**config.mk**
```make
export PLATFORM = sky130hd
export DESIGN_NAME = pic_int_sequencer_flat
export DESIGN_NICKNAME = d
export VERILOG_FILES = /design/src/rtl/pic_pkg.sv /design/src/rtl/pic_int_sequencer_if.sv /design/src/rtl/pic_priority_resolver.sv /design/src/rtl/pic_int_sequencer.sv /design/src/flat_wrapper.sv
export SDC_FILE = /design/constraint.sdc
export NUM_CORES = 1
export LEC_CHECK = 0
export BUFFER_PORTS_ARGS = -buffer_cell sky130_fd_sc_hd__clkbuf_2
export CAP_MARGIN = 0
export CORE_MARGIN = 2
export CORE_UTILIZATION = 45
export CTS_BUF_LIST = sky130_fd_sc_hd__clkbuf_16
export CTS_CLUSTER_SIZE = 14
export DETAILED_ROUTE_END_ITERATION = 16
export PLACE_DENSITY_LB_ADDON = 0.3
export SLEW_MARGIN = 20
export SYNTH_ARGS = -nofsm -noshare
export SYNTH_HDL_FRONTEND = slang
export SYNTH_HIERARCHICAL = 1
export SYNTH_SLANG_ARGS = --single-unit
```
**constraint.sdc**
```tcl
create_clock -name clk -period 9.35 [get_ports clk]
set_clock_uncertainty 0.2 [all_clocks]
set_input_delay 0.4675 -clock clk [delete_from_list [all_inputs] [get_ports clk]]
set_output_delay 0.4675 -clock clk [all_outputs]
set_load 0.03 [all_outputs]
```
**src/rtl/pic_pkg.sv**
```systemverilog
// Shared types and priority helpers for the 8259 interrupt sequencer.
package pic_pkg;

    localparam int NUM_IR = 8;
    localparam logic [2:0] SPURIOUS_LVL = 3'd7;

    typedef enum logic [1:0] {
        IDLE,
        REQ,
        ACK1,
        ACK2
    } pic_state_t;

    // Returns {valid, level} of the highest-priority set bit; level lowest+1 wins first.
    function automatic logic [3:0] rot_first(input logic [7:0] vec, input logic [2:0] lowest);
        logic [3:0] r;
        logic [2:0] l;
        r = 4'b0;
        for (int k = 7; k >= 0; k--) begin
            l = lowest + 3'(k) + 3'd1;
            if (vec[l]) r = {1'b1, l};
        end
        return r;
    endfunction

    // Rank 0 is the highest priority under the current rotation.
    function automatic logic [2:0] prio_rank(input logic [2:0] lvl, input logic [2:0] lowest);
        return lvl - lowest - 3'd1;
    endfunction

endpackage

```
**src/rtl/pic_int_sequencer_if.sv**
```systemverilog
// CPU-side acknowledge/data-bus signals of the interrupt sequencer.
interface pic_int_sequencer_if;
    logic       inta;
    logic       int_out;
    logic [7:0] dout;
    logic       dout_en;

    modport master (output inta, input int_out, input dout, input dout_en);
    modport slave  (input inta, output int_out, output dout, output dout_en);
endinterface

```
**src/rtl/pic_priority_resolver.sv**
```systemverilog
// Rotating priority encoder: finds the highest-priority set bit given the lowest-priority level.
module pic_priority_resolver
    import pic_pkg::*;
(
    input  logic [NUM_IR-1:0] vec,
    input  logic [2:0]        lowest,
    output logic              valid,
    output logic [2:0]        lvl
);

    assign {valid, lvl} = rot_first(vec, lowest);

endmodule

```
**src/rtl/pic_int_sequencer.sv**
```systemverilog
// 8259 interrupt sequencing: IRR/ISR bookkeeping, priority resolution and the two-pulse INTA handshake.
module pic_int_sequencer
    import pic_pkg::*;
(
    input  logic              clk,
    input  logic              rst,
    input  logic              init_done,
    input  logic [NUM_IR-1:0] ir,
    input  logic [NUM_IR-1:0] imr,
    input  logic              ltim,
    input  logic              aeoi,
    input  logic [4:0]        vec_base,
    input  logic              eoi_ns,
    input  logic              eoi_sp,
    input  logic              rot_ns,
    input  logic              set_pri,
    input  logic [2:0]        cmd_lvl,
    pic_int_sequencer_if.slave bus,
    output logic [NUM_IR-1:0] irr,
    output logic [NUM_IR-1:0] isr
);

    pic_state_t        state, state_nxt;
    logic [NUM_IR-1:0] ir_p1;
    logic              inta_p1;
    logic [2:0]        lowest, lowest_nxt, cur_lvl;
    logic              spur;
    logic              req_v, isr_v;
    logic [2:0]        req_lvl, isr_lvl;
    logic              req_ok, inta_fall, inta_rise, take, ack_valid;
    logic [NUM_IR-1:0] irr_nxt, isr_nxt;
    logic              int_out_r, dout_en_r;
    logic [7:0]        dout_r;

    pic_priority_resolver u_req (.vec(irr & ~imr), .lowest(lowest), .valid(req_v), .lvl(req_lvl));
    pic_priority_resolver u_isr (.vec(isr),        .lowest(lowest), .valid(isr_v), .lvl(isr_lvl));

    assign inta_fall = inta_p1 & ~bus.inta;
    assign inta_rise = ~inta_p1 & bus.inta;
    assign req_ok    = req_v && (!isr_v || (prio_rank(req_lvl, lowest) < prio_rank(isr_lvl, lowest)));

    always_comb begin
        state_nxt = state;
        take      = 1'b0;
        unique case (state)
            IDLE: if (inta_fall) begin
                      state_nxt = ACK1;
                      take      = 1'b1;
                  end else if (req_ok) begin
                      state_nxt = REQ;
                  end
            REQ:  if (inta_fall) begin
                      state_nxt = ACK1;
                      take      = 1'b1;
                  end else if (!req_ok) begin
                      state_nxt = IDLE;
                  end
            ACK1: if (inta_fall) state_nxt = ACK2;
            ACK2: if (inta_rise) state_nxt = IDLE;
            default: state_nxt = IDLE;
        endcase
        if (!init_done) begin
            state_nxt = IDLE;
            take      = 1'b0;
        end
        // An acknowledge from IDLE is always spurious, even if a request just appeared.
        ack_valid = take && (state == REQ) && req_ok;
    end

    always_comb begin
        irr_nxt = ltim ? ir : (irr | (ir & ~ir_p1));
        if (ltim && (state == ACK1 || state == ACK2) && !spur) irr_nxt[cur_lvl] = irr[cur_lvl];
        if (ack_valid) irr_nxt[req_lvl] = 1'b0;

        isr_nxt    = isr;
        lowest_nxt = lowest;
        if ((rot_ns || eoi_ns) && isr_v) isr_nxt[isr_lvl] = 1'b0;
        if (rot_ns && isr_v) lowest_nxt = isr_lvl;
        if (eoi_sp) isr_nxt[cmd_lvl] = 1'b0;
        if (set_pri) lowest_nxt = cmd_lvl;
        if (state == ACK2 && inta_rise && aeoi && !spur) isr_nxt[cur_lvl] = 1'b0;
        if (ack_valid) isr_nxt[req_lvl] = 1'b1;
    end

    always_ff @(posedge clk) begin
        if (rst) begin
            state     <= IDLE;
            ir_p1     <= '0;
            inta_p1   <= 1'b1;
            irr       <= '0;
            isr       <= '0;
            lowest    <= 3'd7;
            cur_lvl   <= SPURIOUS_LVL;
            spur      <= 1'b0;
            int_out_r <= 1'b0;
            dout_r    <= 8'h00;
            dout_en_r <= 1'b0;
        end else begin
            state     <= state_nxt;
            ir_p1     <= ir;
            inta_p1   <= bus.inta;
            int_out_r <= (state_nxt == REQ);
            dout_en_r <= (state_nxt == ACK2);
            if (state == ACK1 && state_nxt == ACK2) dout_r <= {vec_base, cur_lvl};
            if (take) begin
                cur_lvl <= ack_valid ? req_lvl : SPURIOUS_LVL;
                spur    <= !ack_valid;
            end
            if (!init_done) begin
                irr    <= '0;
                isr    <= '0;
                lowest <= 3'd7;
            end else begin
                irr    <= irr_nxt;
                isr    <= isr_nxt;
                lowest <= lowest_nxt;
            end
        end
    end

    assign bus.int_out = int_out_r;
    assign bus.dout    = dout_r;
    assign bus.dout_en = dout_en_r;

endmodule

```
**src/flat_wrapper.sv**
```systemverilog
// flat-port wrapper written by rule: the top's interface ports become plain ports
module pic_int_sequencer_flat import pic_pkg::*;
  (clk, rst, init_done, ir, imr, ltim, aeoi, vec_base, eoi_ns, eoi_sp, rot_ns, set_pri, cmd_lvl, irr, isr, bus_inta, bus_int_out, bus_dout, bus_dout_en);
  pic_int_sequencer_if bus_i ();
  input  logic clk;
  input  logic rst;
  input  logic init_done;
  input  logic [NUM_IR-1:0] ir;
  input  logic [NUM_IR-1:0] imr;
  input  logic ltim;
  input  logic aeoi;
  input  logic [4:0] vec_base;
  input  logic eoi_ns;
  input  logic eoi_sp;
  input  logic rot_ns;
  input  logic set_pri;
  input  logic [2:0] cmd_lvl;
  output logic [NUM_IR-1:0] irr;
  output logic [NUM_IR-1:0] isr;
  input wire logic [$bits(bus_i.inta)-1:0] bus_inta;
  output wire logic [$bits(bus_i.int_out)-1:0] bus_int_out;
  output wire logic [$bits(bus_i.dout)-1:0] bus_dout;
  output wire logic [$bits(bus_i.dout_en)-1:0] bus_dout_en;
  assign bus_i.inta = bus_inta;
  assign bus_int_out = bus_i.int_out;
  assign bus_dout = bus_i.dout;
  assign bus_dout_en = bus_i.dout_en;
  pic_int_sequencer u_core (.clk(clk), .rst(rst), .init_done(init_done), .ir(ir), .imr(imr), .ltim(ltim), .aeoi(aeoi), .vec_base(vec_base), .eoi_ns(eoi_ns), .eoi_sp(eoi_sp), .rot_ns(rot_ns), .set_pri(set_pri), .cmd_lvl(cmd_lvl), .bus(bus_i), .irr(irr), .isr(isr));
endmodule
```
### Word-level counts from Yosys, hierarchy flattened

Cells that the tools add are included.

| word-level totals | value |
|---|---|
| bits in registers | 44 |

| operators by class | value |
|---|---|
| multiplexer cells | 80 |
| reduce and logical (&&, ||, !) cells | 25 |
| order comparisons | 17 |
| bitwise operators | 19 |
| equality and inequality tests | 5 |
| $add $sub $neg | 18 |

Operators by type and width:

| cell | count |
|---|---|
| two-way mux 4 bit | 16 |
| two-way mux 8 bit | 7 |
| binary-select mux 1 bit (select 3 bit) | 17 |
| bitwise AND 8 bit | 6 |
| < comparator 3 x 4 -> 1 bit (second input constant) | 12 |
| NOT 8 bit | 6 |
| adder 3 x 1 -> 3 bit (second input constant) | 8 |
| two-way mux 1 bit | 24 |
| OR 8 bit | 2 |
| logical AND 1 bit | 15 |
| two-way mux 2 bit | 7 |
| adder 3 bit (second input constant) | 4 |
| demux 1 bit (select 3 bit) | 4 |
| >= comparator 3 x 1 -> 1 bit (second input constant) | 4 |
| two-way mux 3 bit | 3 |
| bitwise mux 8 bit | 1 |
| one-hot mux 2 bit (4 select lines) | 1 |
| adder 3 x 2 -> 3 bit (second input constant) | 2 |
| equality test 2 bit (second input constant) | 3 |
| subtractor 3 x 1 -> 3 bit (second input constant) | 2 |
| subtractor 3 bit | 2 |
| equality test 2 x 1 -> 1 bit (second input constant) | 2 |
| OR reduction 2 bit | 2 |
| logical NOT 1 bit | 3 |
| other kinds (6) | 11 |

### Longest topological paths before layout

| depth | value |
|---|---|
| depth after elaboration | 25 |
| gate-level depth with buffers | 23 |
| mapped depth without buffers | 18 |

### By module

Netlist, hierarchy kept.

By module, submodules not included:

| module | cells an instance | area each (µm²) | times used | seq. area each (µm²) |
|---|---|---|---|---|
| pic_int_sequencer | 262 | 2,358.5 | 1 | 880.8 |
| pic_priority_resolver | 100 | 858.3 | 2 | 0.0 |

### Least setup slack after synthesis

OpenSTA, ideal clock, no wires.

| path | value |
|---|---|
| path kind | register to register |
| from | reg u_core.lowest[0] |
| to | reg u_core.irr[5] |
| data required time | 9,028 ps |
| slack | 3,835 ps |
| buffers on the path | 4 |
| setup time | 122 ps |
| arrival | 5,193 ps |
| cell stages (with the launch flop) | 21 |
| path through | dfxtp_1 buf_2 buf_2 inv_1 ha_1 clkbuf_1 mux4_2 mux2i_1 nor2_1 or4_1 a31oi_1 clkbuf_1 inv_1 fa_1 xnor2_1 xnor2_1 ha_1 o21a_1 nor2_1 o211ai_2 o311a_1 |

| on the way | value |
|---|---|
| longest elaborated chain between the ends | 19 |
| elaborated cells between the ends (all ways) | 79 |

RTL lines:

| item | RTL line | source |
|---|---|---|
| start: declaration | pic_int_sequencer.sv:26 | `logic [2:0] lowest, lowest_nxt, cur_lvl;` |
| start signal: assignment | pic_int_sequencer.sv:116 | `lowest <= lowest_nxt;` |
| adder 3 bit | pic_pkg.sv:20 | `l = lowest + 3'(k) + 3'd1;` |
| adder 3 x 1 -> 3 bit | pic_pkg.sv:20 |  |
| binary-select mux 1 bit (select 3 bit) | pic_pkg.sv:21 | `if (vec[l]) r = {1'b1, l};` |
| two-way mux 1 bit (implied by the code) | pic_pkg.sv:21 |  |
| two-way mux 4 bit (7 in a row) | pic_pkg.sv:21 |  |
| two-way mux 4 bit * | pic_pkg.sv:21 |  |
| net u_core.req_lvl[1] | pic_int_sequencer.sv:29 | `logic [2:0] req_lvl, isr_lvl;` |
| subtractor 3 bit, or another cell as far along | pic_pkg.sv:28 | `return lvl - lowest - 3'd1;` |
| subtractor 3 x 1 -> 3 bit or logical AND 1 bit (tied branches) | pic_pkg.sv:28, pic_int_sequencer.sv:73 |  |
| < comparator 3 bit or two-way mux 1 bit (tied branches) | pic_int_sequencer.sv:40, pic_int_sequencer.sv:73 |  |
| logical OR 1 bit or demux 1 bit (select 3 bit) (tied branches) | -- |  |
| logical AND 1 bit or NOT 8 bit (tied branches) | -- |  |
| logical AND 1 bit or bitwise AND 8 bit (tied branches) | -- |  |
| two-way mux 8 bit * | pic_int_sequencer.sv:73 | `if (ack_valid) irr_nxt[req_lvl] = 1'b0;` |
| end signal: assignment | pic_int_sequencer.sv:114 | `irr <= irr_nxt;` |
| end: declaration | pic_int_sequencer.sv:19 | `output logic [NUM_IR-1:0] irr,` |

Mark *: on every way through the listed nets, which the timed path passes. The rest lies on a longest branch. The select of a mux whose other input is x is not followed.
A chain may end at the register's enable or synchronous reset.

### Worst setup path in the final report

| path | value |
|---|---|
| from | reg u_core.lowest[0] |
| to | reg u_core.irr[7] |

The elaborated chain is that of the path after synthesis.

==> impl_results.md <==
- Run status: completed
- Worst path bufs/invs: 3
- Largest net degree at the start of global routing: 34
- Die W: 99.2 µm
- Layout cell share with drive strength beyond 1: 0.239
- Synth Area per Inst: 8.82 µm²
- Global route hottest layer: met2
- CP Capture Type: flop
- CTS tree: built
- Post-route setup slack: 2.75 ns
- Worst VDD drop: 163 µV
- Worst-margin pin slew: 0.876 ns
- Critical-path maximum fanout: 33
- Final setup fails: 0
- Share of the synthesized area in the top cell type: 0.216
- Area leader, netlist: dfxtp_1
- Synthesis Warnings: 6
- Post-CTS Setup Inserts: 0
- Num CTS Buffers: 5
- Routed vias/inst: 6.30
- Initial DRC count: 194
- Reg2reg setup slack: 2.75 ns
- CTS root buf: clkbuf_16
- Vias: 3849
- Met2 GRT Util: 0.385
- Initial antenna violation count: 0
- Seq/Total Area, Yosys: 0.216
- Met1 usage: 0.289
- Tcrit/Tclk final: 0.706
- Arr. time, crit path: 6.51 ns
- Synth Flop Type: dfxtp_1
- Critical path, cell by cell: buf_4 -> inv_1 -> ha_1 -> mux4_2 -> mux2i_1 -> nor2_1 -> or4_1 -> a31oi_1 -> inv_1 -> fa_1 -> xnor2_1 -> xnor2_1 -> ha_1 -> o21a_1 -> nor2_1 -> o211a_1 -> a41oi_1
- Wire per inst: 17.8 µm
- Hold depth: 3
- DRT Pass-1 Iters: 5
- Synth top cells by count: dfxtp_1, nor2_1, mux2i_1
- Bufs on Longest Clock Path: 2
- Total clock sinks: 44
- Hold WC Path Type: input pin to flop
- Slew HR: 0.410
- Number of global-route vias before repair: 3536
- CTS Hold Buffers Added: 0
- Critical path launch point type: flop
- Clock latency on the worst-skew pair: 0.28 ns
- Detail Placement HPWL: 8.17 mm
- Syn Std Cell Area: 4080 µm²
- Initial Util: 0.465
- Die height: 99.2 µm
- GP Congestion: 0.942
- Syn nets: 508
- Min Clock Period, post-route: 6.60 ns
- NumNets Final: 548
- GR Overflow Total: 0
- Post-route ant nets: 0
- Crit path max-delay family: adder cells
- Slowest stage delay, CP: 0.67 ns
- Most common cell in the netlist: dfxtp_1
- Inserted Diodes: 0
- # DRC: 0
- Row count: 34
- Distinct cells, synth: 69
- Yosys reg bits: 44
- Worst EP required: 9.26 ns
- Stages on worst setup path: 17
- Die ar.: 9830 µm²
- Met3 usage in global routing: 0.0260
- Gr usage total: 0.218
- Worst-path clk slew: 0.06 ns
- Core ar.: 8760 µm²
- PwrDens: 117 nW/µm²
- R2R cell count: 17
- Critical-path top delay cell: ha_1
- Reported max-cap violation count: 0
- H-tree levels: 2
- Post-cts gate resize count: 0
- Synth-to-layout area growth: 12.2%
- Post-synth EDFFs: 0
- Cells after Synth: 462
- DP Worst Slack: 2.84 ns
- Unrepaired setup endpoints after global routing: false
- Port bufs: 59
- WS Path Type: flop to flop
- Top post-synthesis cells by area: dfxtp_1, mux4_2, mux2i_1, nor2_1, a21oi_1
- First-pass GRT wire length: 17.8 mm
- Lkg Pwr: 0.00192 µW
- Final Max Tran Viols: 0
- Setup TNS: 0 ns
- FMAX: 0.152 GHz
- Async SR Flop Fraction: 0
- Final WL: 10.9 mm
- Final Hold Fails: 0
- I/O Pins: 60
==> routing by layer <==
metal  vias up  wire length [µm]
li1       1831                 -
met1      1876              4700
met2       134              5550
met3         8               565
met4         0                84
met5         -                 0
==> path summary, 6_finish.rpt <==
kind / to / startpoint
min reg2reg: u_core/bus.dout[1] / u_core/bus.dout[1]
min: u_core/ir_p1[7] / ir[7]
max reg2reg: u_core/irr[7] / u_core/lowest[0]
max: u_core/irr[7] / u_core/lowest[0]
==> state kept, by name (all words and copies together) (netlist names) <==
| register | count |
|---|---|
| u_core/bus.dout | 8 |
| u_core/bus.dout_en | 1 |
| u_core/bus.int_out | 1 |
| u_core/cur_lvl | 3 |
| u_core/inta_p1 | 1 |
| u_core/ir_p1 | 8 |
| u_core/irr | 8 |
| u_core/isr | 8 |
| u_core/lowest | 3 |
| u_core/spur | 1 |
| u_core/state | 2 |
==> per-stage QoR <==
stage | std cells | hold WS [ns] | cell area (µm²) | total power [µW] | utilization
after floorplan | 462 | 0.286 | 4080 | 306 | -
after global placement | 603 | 0.275 | 4410 | 337 | 0.503
after detailed placement | 603 | 0.281 | 4410 | 340 | 0.503
after CTS | 611 | 0.198 | 4570 | 538 | 0.522
after global routing | 611 | 0.222 | 4570 | 561 | 0.522
final | 611 | 0.213 | 4570 | 535 | 0.522
==> area by class of cell <==
cell class              count  area [µm²]
repair buffers             64         333
inverters                  22        82.6
clock buffers               5         125
flip-flops and latches     44         882
clock inverters             3        42.5
well taps                 108         135
multi-input cells         365        2970
fillers                   827        4190
==> cell usage in the layout (no fill, tap or decap), types with 6 or more instances in the layout <==
| cell | n |
|---|---|
| a21oi_1 | 28 |
| mux2_2 | 11 |
| a211oi_1 | 8 |
| dfxtp_1 | 43 |
| mux4_2 | 18 |
| ha_1 | 10 |
| o311ai_0 | 6 |
| mux2i_1 | 29 |
| a31oi_1 | 7 |
| nor2_1 | 40 |
| nand2b_1 | 15 |
| inv_1 | 21 |
| clkbuf_2 | 59 |
| nor2b_1 | 20 |
| nand3_1 | 10 |
| nor3_1 | 10 |
| nand2_1 | 28 |
| o21ai_0 | 19 |
| o211ai_1 | 6 |
==> cell families after synthesis <==
family | Yosys count | synth area share
flip-flops | 44 | 0.216
adder cells (fa/ha/maj) | 12 | 0.0405
AO/OA/AOI/OAI | 127 | 0.227
multiplexers | 62 | 0.227
AND/OR/NAND/NOR | 150 | 0.195
buffers and inverters | 53 | 0.0543
XOR/XNOR | 14 | 0.0405
==> report_power, final <==
group | switching, µW | internal [µW] | total (µW)
Sequential | 7.92 | 194 | 202
Combinational | 80.4 | 55.9 | 136
Clock | 71.7 | 125 | 197
Total | 160 | 375 | 535
==> worst register-to-register path, delay by kind of cell (launching register included) <==
| kind | cells | cell delay (ns) |
|---|---|---|
| buf+inv | 3 | 0.95 |
| compound gates | 4 | 1.24 |
| fa+ha+maj | 3 | 1.46 |
| mux | 2 | 1.11 |
| simple gates | 3 | 0.74 |
| flops | 1 | 0.44 |
| xor+xnor | 2 | 0.31 |
Note: power is estimated with default switching activity, not from simulation.
